## src/rtl/lu_pkg.sv

```systemverilog
// Shared constants for the bit-serial logic-unit front end.
//   - LU opcodes presented on lu_select
//   - FSM state encoding used by lu_serial_sequencer
package lu_pkg;

  localparam logic [2:0] OP_NOT  = 3'b000;
  localparam logic [2:0] OP_AND  = 3'b001;
  localparam logic [2:0] OP_NAND = 3'b010;
  localparam logic [2:0] OP_OR   = 3'b011;
  localparam logic [2:0] OP_NOR  = 3'b100;
  localparam logic [2:0] OP_XOR  = 3'b101;
  localparam logic [2:0] OP_XNOR = 3'b110;
  localparam logic [2:0] OP_NONE = 3'b111;

  localparam logic [1:0] IDLE  = 2'd0;
  localparam logic [1:0] SHIFT = 2'd1;
  localparam logic [1:0] DONE  = 2'd2;

endpackage

```

## src/rtl/lu_shreg.sv

```systemverilog
// Right-shift register with parallel load and serial input at the MSB.
// Ports:
//   clk, reset  - clock, synchronous active-high reset (clears to 0)
//   load, d     - parallel load (has priority over shift)
//   shift, sin  - shift right by one, sin enters at bit WIDTH-1
//   q           - register contents
module lu_shreg #(
  parameter int WIDTH = 8
) (
  input  logic             clk,
  input  logic             reset,
  input  logic             load,
  input  logic [WIDTH-1:0] d,
  input  logic             shift,
  input  logic             sin,
  output logic [WIDTH-1:0] q
);

  always_ff @(posedge clk) begin
    if (reset)      q <= '0;
    else if (load)  q <= d;
    else if (shift) q <= {sin, q[WIDTH-1:1]};
  end

endmodule

```

## src/rtl/lu_serial_sequencer.sv

```systemverilog
// Bit-serial front end for the 1-bit logic unit. Takes a WIDTH-bit request
// (A, B, opcode, negate), presents one bit pair per cycle LSB first on lu_*,
// collects lu_z into the result MSB each cycle, and returns the word.
// Ports:
//   clk, reset                       - clock, synchronous active-high reset
//   in_valid/in_ready, in_a, in_b,
//   in_select, in_negate             - request handshake and operands
//   lu_a, lu_b, lu_select, lu_negate - drive to the LU (zero outside SHIFT)
//   lu_z                             - LU result bit, same cycle
//   out_valid/out_ready, out_result,
//   out_zero, out_nop                - result handshake and flags
//   busy                             - not IDLE
module lu_serial_sequencer
  import lu_pkg::*;
#(
  parameter int WIDTH = 8
) (
  input  logic             clk,
  input  logic             reset,
  input  logic             in_valid,
  output logic             in_ready,
  input  logic [WIDTH-1:0] in_a,
  input  logic [WIDTH-1:0] in_b,
  input  logic [2:0]       in_select,
  input  logic             in_negate,
  output logic             lu_a,
  output logic             lu_b,
  output logic [2:0]       lu_select,
  output logic             lu_negate,
  input  logic             lu_z,
  output logic             out_valid,
  input  logic             out_ready,
  output logic [WIDTH-1:0] out_result,
  output logic             out_zero,
  output logic             out_nop,
  output logic             busy
);

  localparam int CW = (WIDTH > 1) ? $clog2(WIDTH) : 1;
  localparam logic [CW-1:0] LAST = CW'(WIDTH - 1);

  logic [1:0]       state;
  logic [CW-1:0]    count;
  logic [2:0]       sel_q;
  logic             neg_q;
  logic [WIDTH-1:0] a_q, b_q, res_q;

  logic accept, in_shift;

  assign in_ready = (state == IDLE);
  assign accept   = in_valid && in_ready;
  assign in_shift = (state == SHIFT);

  always_ff @(posedge clk) begin
    if (reset) begin
      state <= IDLE;
      count <= '0;
      sel_q <= '0;
      neg_q <= 1'b0;
    end else begin
      case (state)
        IDLE: if (accept) begin
          state <= SHIFT;
          count <= '0;
          sel_q <= in_select;
          neg_q <= in_negate;
        end
        SHIFT: begin
          if (count == LAST) state <= DONE;
          else               count <= count + 1'b1;
        end
        DONE: if (out_ready) state <= IDLE;
        default: state <= IDLE;
      endcase
    end
  end

  // Operands drain LSB first; the result fills from the MSB so that after
  // WIDTH shifts the first LU bit has landed in bit 0.
  lu_shreg #(.WIDTH(WIDTH)) u_a (
    .clk(clk), .reset(reset), .load(accept), .d(in_a),
    .shift(in_shift), .sin(1'b0), .q(a_q)
  );

  lu_shreg #(.WIDTH(WIDTH)) u_b (
    .clk(clk), .reset(reset), .load(accept), .d(in_b),
    .shift(in_shift), .sin(1'b0), .q(b_q)
  );

  lu_shreg #(.WIDTH(WIDTH)) u_res (
    .clk(clk), .reset(reset), .load(accept), .d('0),
    .shift(in_shift), .sin(lu_z), .q(res_q)
  );

  assign lu_a      = in_shift & a_q[0];
  assign lu_b      = in_shift & b_q[0];
  assign lu_select = in_shift ? sel_q : 3'b000;
  assign lu_negate = in_shift & neg_q;

  assign out_valid  = (state == DONE);
  assign out_result = res_q;
  assign out_zero   = (res_q == '0);
  assign out_nop    = (sel_q == OP_NONE);
  assign busy       = (state != IDLE);

endmodule

```

## config.mk

```make
export PLATFORM = sky130hd
export DESIGN_NAME = lu_serial_sequencer
export DESIGN_NICKNAME = d
export VERILOG_FILES = /design/src/rtl/lu_pkg.sv /design/src/rtl/lu_shreg.sv /design/src/rtl/lu_serial_sequencer.sv
export SDC_FILE = /design/constraint.sdc
export NUM_CORES = 1
export LEC_CHECK = 0
export ABC_AREA = 1
export BUFFER_PORTS_ARGS = -buffer_cell sky130_fd_sc_hd__buf_2
export CAP_MARGIN = 20
export CORE_AREA = 2 2 72 74
export DETAILED_ROUTE_END_ITERATION = 6
export DIE_AREA = 0 0 74 76
export SETUP_SLACK_MARGIN = 0.2
export SLEW_MARGIN = 10
export SYNTH_ARGS = -nofsm -noshare
export SYNTH_HDL_FRONTEND = slang
export SYNTH_SLANG_ARGS = --single-unit
export TNS_END_PERCENT = 5
```

## constraint.sdc

```tcl
create_clock -name clk -period 2.1 [get_ports clk]
set_clock_uncertainty 0.2 [all_clocks]
set_input_delay 0 -clock clk [delete_from_list [all_inputs] [get_ports clk]]
set_output_delay 0 -clock clk [all_outputs]
set_load 0.005 [all_outputs]
```

After elaboration in Yosys (flattened, before gate mapping) --
Index checks and enable logic that the tools add are counted.
Word-level totals: flip-flop bits (word level) 33, latch bits 0, RAM bits 0, ROM bits 0, output and inout port bits 19, logic and storage cells 41, memories kept 0
Operators by class: add/subtract/negate cells 1, multiply operators 0, div/mod/pow operators 0, order comparisons 0, eq/ne operators 8, shift-type cells 0, mux-type cells 12, bitwise logic cells 3, reductions and logical operators 10
Operators with widths (number):
- $mux W8 | 4
- $mux W3 | 3
- $logic_not A8 Y1 | 1
- $eq A3 B3 Y1 const B | 2
- $mux W2 | 3
- $ne A2 B1 Y1 const B | 3
- $pmux W2 S3 | 1
- $pmux W3 S2 | 1
- $reduce_and A3 Y1 | 2
- $reduce_bool A2 Y1 | 3
- $add A3 B1 Y3 const B | 1
- $and A1 B1 Y1 | 3
- $eq A2 B1 Y1 const B | 1
- $eq A2 B2 Y1 const B | 1
- $logic_not A2 Y1 | 1
- $ne A2 B2 Y1 const B | 1
- $reduce_and A2 Y1 | 1
- $reduce_or A2 Y1 | 1
- $logic_and A1 B1 Y1 | 1

Depth between registers and ports, before layout --
Gate-level depths: netlist (run 1).
word-level depth 4, gate-level depth with buffers 8, gate-level depth less buffers 7

Cells and area by module --
Synthesis (run 1) repeated with hierarchy kept, for this count alone.
Unflattened totals: cells, all modules 279, area total of the unflattened synthesis 1760.4 µm²
Modules (own cells, without submodules):
- lu_shreg | instances 3, cells an instance 66, area an instance 419.2 µm², seq. area each 160.2 µm²
- lu_serial_sequencer | instances 1, cells an instance 81, area an instance 503.0 µm², seq. area each 180.2 µm²

Least setup slack after synthesis (run 1) --
OpenSTA, ideal clock, no wires.
kind register to register, start point reg count[0], end point reg count[0], setup time 0.113 ns, arrival time 1.055 ns, data required time 1.787 ns, setup slack 0.732 ns, stages on the path, launching flop included 7, buffers on the path 0, clock period less this slack 1.368 ns, cells stage by stage dfxtp_1 -> ha_1 -> ha_1 -> a21oi_1 -> nand2_1 -> nor2_1 -> nor2_1
Between the ends: word-level cells in the longest chain between the ends 3
RTL lines:
- start: declaration | RTL line lu_serial_sequencer.sv:43 | logic [CW-1:0] count;
- start signal: assignment | RTL line lu_serial_sequencer.sv:70 | else count <= count + 1'b1;
- $add A3 B1 Y3 or $eq A3 B3 Y1 (tied branches) | RTL line lu_serial_sequencer.sv:70, lu_serial_sequencer.sv:69
- $mux W3 or $ne A2 B2 Y1 (tied branches)
- $pmux W3 S2 or $reduce_and A3 Y1 (tied branches)
Parallel ways exist; a longest one is shown, timed or not. The select of a mux whose other input is x is not followed. A chain may end at the register's enable or synchronous reset.

Worst setup path after layout (run 1) --
start point reg state[0], end point out lu_a
Between the ends: word-level cells in the longest chain between the ends 2
RTL lines:
- start: declaration | RTL line lu_serial_sequencer.sv:42 | logic [1:0] state;
- start signal: assignment | RTL line lu_serial_sequencer.sv:56 | state <= IDLE;
- start signal: assignment | RTL line lu_serial_sequencer.sv:63 | state <= SHIFT;
- start signal: assignment | RTL line lu_serial_sequencer.sv:69 | if (count == LAST) state <= DONE;
- $eq A2 B1 Y1 | RTL line lu_serial_sequencer.sv:52 | assign in_shift = (state == SHIFT);
- $and A1 B1 Y1 | RTL line lu_serial_sequencer.sv:95 | assign lu_a = in_shift & a_q[0];
- end: declaration | RTL line lu_serial_sequencer.sv:26 | output logic lu_a,
Every way passes these cells.

==> impl_metrics.ini, run 1 <==
[floorplanning]
rows = 26
die_x_um = 74
die_h_um = 76
core-area_um2 = 4910
die_area_um2 = 5620
start_util = 0.334
num_io_pins = 44

[clock_network]
clock_latency_ns = 0.29
clk_pin_slew_worst_paths_ns = 0.07
cts_max_path_buffers = 2
cts-root-buf = clkbuf_8
cts_sinks = 33
ctsHtreeMaxLevel = 2
numCtsBuffers = 5
cts_tree = yes

[global_routing]
gr-usage-met3 = 0.0476
grt_overflow_total = 0
antenna_found_initial = 0
grt_pass1_vias = 1527
grt.busiest_layer = met2
grt_max_degree = 21
grt.met2_usage = 0.232
grt_pass1_wl_mm = 6.22
met1_usage = 0.165
grt_util_all_layers = 0.140

[placement]
placed_cells = 353
dp_hpwl_mm = 2.52
port_buffers = 43
dpl_cell_area_um2 = 1880
gp_congestion = 0.775

[setup_path]
r2r-start = state[0]
critical_path_class = flip-flop to output port
ff2ff_setup_slack_ns = 0.57
endpoint_kind = output port
required_ns = 1.90
critical_path.max_fanout = 17
reg2reg_depth = 5
arrival_ns = 1.44
crit_path_start_kind = flip-flop
timing.rr.end = u_b.q[7]

[cells_and_area]
final_nets = 342
layout.cells.non_filler = 386
antennaDiodeCount = 0
fin_area_um2 = 2220
area_growth_pct = 35.6
drive_gt1_frac = 0.206
fillers = 528

[routing]
via_count = 1675
drtIter0Drc = 49
avgViaCountPerCell = 4.34
drc_errors = 0
firstDrtPassIters = 5
wl_per_cell_um = 9.73
drt_wl_total_mm = 3.76
antenna_left = 0

[flow_run]
drv_cap = 0

[hold_path]
hold_start = in_valid
hold_path_class = input pin to flip-flop
worstHoldEndpoint = u_a.q[2]
min_path_cells = 4

[synth]
synth_top_area_frac = 0.403
yosysUniqueCellTypes = 17
yosys.area_share.simple = 0.362
synth_xor_area_frac = 0
synth_fa_ha_area_frac = 0.0153
synthesis.area_um2 = 1640
synth_compound_gate_area_share = 0.0924
synth_top_family_by_area = simple AND/OR/NAND/NOR gates
synth-seq-area-share = 0.403
syn_avg_cell_area_um2 = 6.53
ys_ff_latch = 33
syn_inst = 251
synth_mux_area_frac = 0
synth_top_cell_by_area = dfxtp_1
synth.area.top_cells = dfxtp_1 (40%), nand2_1 (16%), nand3_1 (8.5%), nor2_1 (8.0%), inv_1 (7.1%)
syn-num-nets = 278
yosysWarnings = 0

[sta]
maxSlewHeadroom = 0.715
setup_violations = 0
hold_viol_final = 0
min_period_over_period = 0.783
max_slew.worst_pin.slew_ns = 0.426
period_needed_ns = 1.64
rsz0062_at_grt = false
fin_setup_tns_ns = 0
slew_violations = 0
fmax_ghz = 0.608

[power_and_ir_drop]
powerDensity_nw_per_um2 = 648
p_leak_nw = 1.10
irDropWorstVdd_mv = 0.290

[outcome]
outcome = completed
## layout by cell type, fill, tap and decap left out, types with 7 or more instances in the layout
| master | Yosys | routed |
|---|---|---|
| nand2_1 | 72 | 72 |
| buf_2 | 5 | 43 |
| nor2_1 | 35 | 35 |
| dfxtp_1 | 33 | 32 |
| inv_1 | 31 | 31 |
| nand3_1 | 28 | 28 |
| a21oi_1 | 23 | 23 |
| dlygate4sd3_1 | 0 | 23 |
| clkbuf_8 | 0 | 7 |
## state kept, by name (all words and copies together), names as in the netlist
signal,count
u_a.q,8
u_b.q,8
u_res.q,8
count,3
sel_q,3
state,2
neg_q,1
## final cells by class
class	count	area, um2	share of cell area
flip-flops and latches	33	662	0.298
inverters	34	128	0.0574
well taps	70	87.6	0.0394
clock inverters	1	5.00	0.00225
repair buffers	70	475	0.214
multi-input cells	171	769	0.346
clock buffers	7	96.3	0.0433
## layer usage
layer  part of all wire  vias up
met2               0.49       37
met5                  0        -
met3              0.046        5
met4              0.010        0
li1                   -      900
met1               0.45      733
## power breakdown
| group | switching [W] | total [W] | leakage, nW | internal (W) |
|---|---|---|---|---|
| registers | 0.0000226 | 0.000684 | 0.271 | 0.000661 |
| clock network | 0.000234 | 0.000530 | 0.0542 | 0.000296 |
| logic | 0.000121 | 0.000227 | 0.773 | 0.000106 |
## Yosys cell counts, drive strengths merged
library cell,instances
nand2,74
nor2,38
inv,34
dfxtp,33
nand3,28
a21oi,23
buf,10
o21ai,5
clkbuf,3
ha,2
nor3,1
## metrics by stage
step / hold WS, ns / setup WS (ns) / power [W] / utilization
floorplan: -0.0572 / 0.732 / 0.000839 / -
global placement: 0.0568 / 0.401 / 0.000889 / 0.382
detailed placement: 0.0668 / 0.344 / 0.000892 / 0.382
CTS: 0.0375 / 0.260 / 0.00146 / 0.450
global route: 0.0563 / 0.346 / 0.00151 / 0.453
finish: 0.0340 / 0.455 / 0.00144 / 0.453
## worst max-delay path: stages (launching register included)
cell     delay (ns)
dfxtp_2        0.47
inv_1          0.11
nor2_4         0.18
inv_2          0.15
nor2_1         0.13
buf_2          0.12
## repair_timing
action                     CTS  global route
setup endpoints to repair    6             6
buffers inserted             0             2
gates resized for setup      1             0
hold endpoints to repair    23             0
pin swaps                    0             1
hold buffers                23             0
## logic make-up after synthesis
logic type      Yosys count
flops                    33
simple gates            141
compound gates           28
fa+ha+maj                 2
buf+inv                  47
## how the worst max path moves through the flow
| stage | to | cells past startpoint | startpoint |
|---|---|---|---|
| 6_report | lu_a | 5 | state[0] |
| 5_1_grt | lu_a | 5 | state[0] |
| 4_1_cts | lu_negate | 5 | state[0] |
| 3_5_place_dp | count[0] | 6 | state[0] |
| 3_3_place_gp | count[0] | 6 | state[0] |
| 2_1_floorplan | count[0] | 6 | count[0] |
Power figures use the tool's default switching activity.
==> run 2: changes to the inputs <==
==> constraint.sdc (replaced) <==
create_clock -name clk -period 1.4 [get_ports clk]
set_clock_uncertainty 0.2 [all_clocks]
set_input_delay 0 -clock clk [delete_from_list [all_inputs] [get_ports clk]]
set_output_delay 0 -clock clk [all_outputs]
set_load 0.005 [all_outputs]
==> run 2 against run 1 <==
Compared with the run above: routed wire length rose by 4.5%; first-iteration DRC count rose by 8.2%; clock power is 35% higher; flip-flop and latch count did not move; via count grew 2.4%; sequential power rose by 51%; critical path type is now flip-flop to flip-flop; critical endpoint is now count[0].
==> impl_metrics.ini, run 2 (synthesis results as in run 1) <==
[cells_and_area]
postLayoutCoreUtil = 0.491
area_growth_pct = 47.3
largest_registers = u_a.q (8), u_b.q (8), u_res.q (8)
drive_gt1_frac = 0.288
antennaDiodeCount = 0
final_nets = 353
fin_area_um2 = 2410
final_common_cell = nand2_1
layout_common_cells = nand2_1 (70), buf_2 (42), nor2_1 (32)
layout.cells.non_filler = 396

[power_and_ir_drop]
p_leak_nw = 1.16
power.switching_w = 0.000564
power.share.clock = 0.333
seqPwrFrac = 0.478
power_frac_comb = 0.189
switching_share = 0.263
irDropWorstVdd_mv = 0.413
powerDensity_nw_per_um2 = 889
p_int_w = 0.00158

[floorplanning]
core-area_um2 = 4910
die_area_um2 = 5620
num_io_pins = 44
rows = 26
die_h_um = 76
start_util = 0.334
die_x_um = 74

[clock_network]
clk_pin_slew_worst_paths_ns = 0.06
cts_max_path_buffers = 2
clock_latency_ns = 0.28
cts_sinks = 33
ctsHtreeMaxLevel = 2
cts_tree = yes
cts-root-buf = clkbuf_8
numCtsBuffers = 5

[global_routing]
grt_pass1_vias = 1578
grt_max_degree = 21
grt_overflow_total = 0
grt_pass1_wl_mm = 6.58
grt_util_all_layers = 0.150
antenna_found_initial = 0

[hold_path]
hold_start = in_valid
hold_path_class = input pin to flip-flop

[setup_path]
cp_cell_sequence = ha_4 -> ha_4 -> a21oi_2 -> nand2_2 -> nor2_1 -> nor2_1
crit_path_start_kind = flip-flop
critical_path.max_fanout = 4
slowest_delay_ns = 0.34
arrival_ns = 1.35
critPathLaunch = count[0]
r2r-start = count[0]
required_ns = 1.38
endpoint_kind = flip-flop
cp_slowest_cell = dfxtp_2
critical_path_class = flip-flop to flip-flop

[placement]
dp_hpwl_mm = 2.74
placed_cells = 361
dpl_cell_area_um2 = 1980
gp_congestion = 0.718
pre_cts_ws_ns = -0.0929
port_buffers = 43

[sta]
holdWs_ns = 0.0519
max_slew.worst_pin.slew_ns = 0.258
maxSlewHeadroom = 0.827
rsz0062_at_grt = true
min_period_over_period = 0.981
fmax_ghz = 0.728
setup_slack_ns = 0.0260
slew_violations = 0
hold_viol_final = 0
setup_violations = 0
period_needed_ns = 1.37

[routing]
drtIter0Drc = 53
dr_wl_met2_mm = 1.99
wl_per_cell_um = 9.91
wl_met1_mm = 1.73
drt_wl_total_mm = 3.93
avgViaCountPerCell = 4.33
dr.max_layer_used = met4
drc_errors = 0
firstDrtPassIters = 5
dr_wl_met3_um = 143
via_count = 1715
antenna_left = 0

[flow_run]
drv_cap = 0

[outcome]
outcome = completed
==> run 2: routing by layer <==
metal  GRT usage  vias to the layer above
met5           0                        -
met4      0.0600                        0
met3      0.0397                        5
met2       0.260                       28
met1       0.171                      759
li1            -                      923
==> run 2: path summary, 6_finish.rpt <==
kind	depth (start not counted)	to	slack (ns)
worst min register to register	2	u_b.q[3]	0.26
worst max register to register	6	count[0]	0.03
worst min-delay path	5	u_a.q[2]	0.05
worst max-delay path	6	count[0]	0.03
==> run 2: power by group through the flow <==
stage	combinational (W)	sequential (W)	clock, W
after global routing	0.000456	0.00103	0.000782
final	0.000406	0.00103	0.000715
after floorplan	0.000231	0.00103	0
after CTS	0.000393	0.00102	0.000744
after detailed placement	0.000325	0.00104	0
after global placement	0.000320	0.00104	0
==> run 2: area by class of cell <==
| class | instances | area, um2 |
|---|---|---|
| Clock buffer | 7 | 86.3 |
| Fill cell | 522 | 2500 |
| Multi-Input combinational cell | 171 | 821 |
| Sequential cell | 33 | 678 |
| Tap cell | 70 | 87.6 |
| Inverter | 34 | 138 |
| Timing Repair Buffer | 81 | 603 |
==> run 2: repair_timing <==
item,in CTS,in global routing
gates cloned,0,0
setup buffers,3,1
hold buffers,24,0
setup endpoints to repair,42,44
endpoints found under the hold margin,26,0
pin swaps,2,17
resized for setup,7,22
==> run 2: critical path, delay by kind of cell, from the launching register on <==
| kind | cells | cell delay, ns |
|---|---|---|
| compound gates | 1 | 0.15 |
| simple gates | 3 | 0.25 |
| flops | 1 | 0.34 |
| fa+ha+maj | 2 | 0.33 |
==> run 2: through the flow <==
step           TNS (ns)  total power (W)
6_report              0          0.00215
5_1_grt         -0.0402          0.00227
4_1_cts               0          0.00216
3_5_place_dp      -1.13          0.00137
3_3_place_gp     -0.476          0.00136
2_1_floorplan         0          0.00127
==> run 3: changes to the inputs <==
--- a/config.mk
+++ b/config.mk
@@ -5,12 +5,11 @@
 export SDC_FILE = /design/constraint.sdc
 export NUM_CORES = 1
 export LEC_CHECK = 0
-export ABC_AREA = 1
 export BUFFER_PORTS_ARGS = -buffer_cell sky130_fd_sc_hd__buf_2
 export CAP_MARGIN = 20
-export CORE_AREA = 2 2 72 74
+export CORE_AREA = 2 2 69 71
 export DETAILED_ROUTE_END_ITERATION = 6
-export DIE_AREA = 0 0 74 76
+export DIE_AREA = 0 0 71 73
 export SETUP_SLACK_MARGIN = 0.2
 export SLEW_MARGIN = 10
 export SYNTH_ARGS = -nofsm -noshare
==> run 3 against run 2 <==
Compared with the run above: the flow now finishes with violations (negative setup slack); first-iteration DRC count rose by 43%; core utilization rose by 5.3 points; die area fell by 7.8%; maximum frequency fell by 11%; critical path depth fell by 3; total power rose by 0.30%; hold slack got worse by 0.013 ns; sequential power barely moved; critical endpoint is now out_zero; largest cell class unchanged.
==> impl_metrics.ini, run 3 <==
[synth]
synth_edf_count = 0
synthTopCellsByCount = nand2_1 (41), dfxtp_1 (33), a21oi_1 (31)
synthesis.area_um2 = 1510
syn_inst = 193
synth.area.top_cells = dfxtp_1 (44%), a21oi_1 (10%), nand2_1 (10%), nor2_1 (5.2%), a211oi_1 (5.0%)
ys_ff_latch = 33
yosysWarnings = 0
synth-seq-area-share = 0.437
synth_top_area_frac = 0.437
syn_avg_cell_area_um2 = 7.84
ys_dominant_reg_cell = dfxtp_1
yosysMostFrequentCell = nand2_1
synth_top_cell_by_area = dfxtp_1
yosysUniqueCellTypes = 30
synth_async_sr_flop_share = 0
syn-num-nets = 220

[placement]
port_buffers = 43
pre_cts_ws_ns = -0.0470
dpl_cell_area_um2 = 1890
dp_hpwl_mm = 2.59
gp_congestion = 0.743

[setup_path]
cp_top_family = simple AND/OR/NAND/NOR gates
critPathLaunch = u_res.q[4]
r2r-start = state[1]
endpoint_kind = output port
critPathBufInv = 1
cp_cell_sequence = or4_4 -> nor2_2 -> buf_2
cp_slowest_cell = or4_4
required_ns = 1.20
arrival_ns = 1.34
slowest_delay_ns = 0.52
crit_path_start_kind = flip-flop
critical_path.max_fanout = 2
critical_path_class = flip-flop to output port

[sta]
period_needed_ns = 1.54
min_period_over_period = 1.10
slew_violations = 0
maxSlewHeadroom = 0.684
fmax_ghz = 0.649
hold_viol_final = 0
setup_slack_ns = -0.142
max_slew.worst_pin.slew_ns = 0.473
fin_setup_tns_ns = -0.851
setup_violations = 22
rsz0062_at_grt = true

[flow_run]
drv_cap = 0

[global_routing]
grt_overflow_total = 0
grt_util_all_layers = 0.158
grt_pass1_vias = 1512
grt.busiest_layer = met2
grt_pass1_wl_mm = 6.44
antenna_found_initial = 0
grt_max_degree = 12
met1_usage = 0.193
grt.met2_usage = 0.268
gr-usage-met3 = 0.0373

[cells_and_area]
final_common_cell = buf_2
antennaDiodeCount = 0
largest_registers = u_a.q (8), u_b.q (8), u_res.q (8)
fillers = 436
area_growth_pct = 63.4
fin_area_um2 = 2470
final_nets = 310
drive_gt1_frac = 0.408
layout_common_cells = buf_2 (42), nand2_1 (41), a21oi_1 (27)

[clock_network]
cts-root-buf = clkbuf_8
cts_sinks = 33
ctsHtreeMaxLevel = 2
clk_pin_slew_worst_paths_ns = 0.07
numCtsBuffers = 5
clock_latency_ns = 0.29
cts_max_path_buffers = 2
cts_tree = yes

[hold_path]
hold_path_class = input pin to flip-flop
hold_start = in_valid

[routing]
via_count = 1648
firstDrtPassIters = 4
drtIter0Drc = 76
drt_wl_total_mm = 4.03
antenna_left = 0
drc_errors = 0
avgViaCountPerCell = 4.88
wl_per_cell_um = 11.9

[floorplanning]
die_h_um = 73
num_io_pins = 44
rows = 25
core-area_um2 = 4540
die_area_um2 = 5180
die_x_um = 71
start_util = 0.334

[power_and_ir_drop]
p_leak_nw = 1.05
powerDensity_nw_per_um2 = 871
power_w = 0.00215
irDropWorstVdd_mv = 0.483

[outcome]
violations = negative setup slack
outcome = finished with violations
## run 3: cell count changes after synthesis, sizes merged, moves of 3 or more
cell,delta
a211oi,+10
a31oi,+3
nor2,-17
a21oi,+8
o21ai,-5
inv,-28
nand2,-33
nand3,-22
and2,+4
nor2b,+3
## run 3: repair_timing
item | in CTS | in global routing
hold buffers | 26 | 0
buffers inserted | 6 | 1
pin swaps | 5 | 9
setup endpoints to repair | 43 | 43
endpoints found under the hold margin | 26 | 0
gates cloned | 0 | 1
resized for setup | 19 | 31
## run 3: cell families (layout without fill, tap and decap cells)
family,after synthesis,in the layout,synth area share
flops,33,33,0.437
compound gates,50,50,0.204
buf+inv,22,113,0.0794
fa+ha+maj,2,2,0.0165
mux,1,1,0.00662
simple gates,85,85,0.256
## run 3: per-stage QoR
step,hold WS [ns],util,cells
final,0.0384,0.545,338
after global routing,0.0843,0.545,338
after CTS,0.0402,0.516,336
after detailed placement,0.0493,0.416,296
after global placement,0.0448,0.416,296
after floorplan,-0.0640,-,193
## run 3: layer usage
| layer | up-vias | part of all wire |
|---|---|---|
| met5 | - | 0 |
| met4 | 0 | 0.017 |
| met3 | 7 | 0.035 |
| met2 | 32 | 0.47 |
| met1 | 773 | 0.47 |
| li1 | 836 | - |
## run 3: layout make-up
class	count	area [um2]	share of cell area
multi-input cells	138	853	0.345
clock buffers	5	68.8	0.0278
clock inverters	3	17.5	0.00709
repair buffers	99	769	0.311
inverters	6	22.5	0.00911
flip-flops and latches	33	672	0.272
well taps	54	67.6	0.0273
## run 3: final timing paths
check	to	slack, ns	cells after the start
max	out_zero	-0.14	3
min	count[0]	0.04	5
min reg2reg	neg_q	0.26	2
max reg2reg	u_b.q[6]	-0.07	5
## run 3: tightest hold or removal path: stages
cell,delay (ns)
buf_2,0.10
buf_4,0.14
o21bai_2,0.10
nand2_1,0.08
a21oi_1,0.06
## run 3: report_power, final
part / switching (W) / total (W) / internal [W]
Clock: 0.000359 / 0.000702 / 0.000343
Sequential: 0.0000310 / 0.00102 / 0.000991
Combinational: 0.000189 / 0.000428 / 0.000239
Total: 0.000580 / 0.00215 / 0.00157
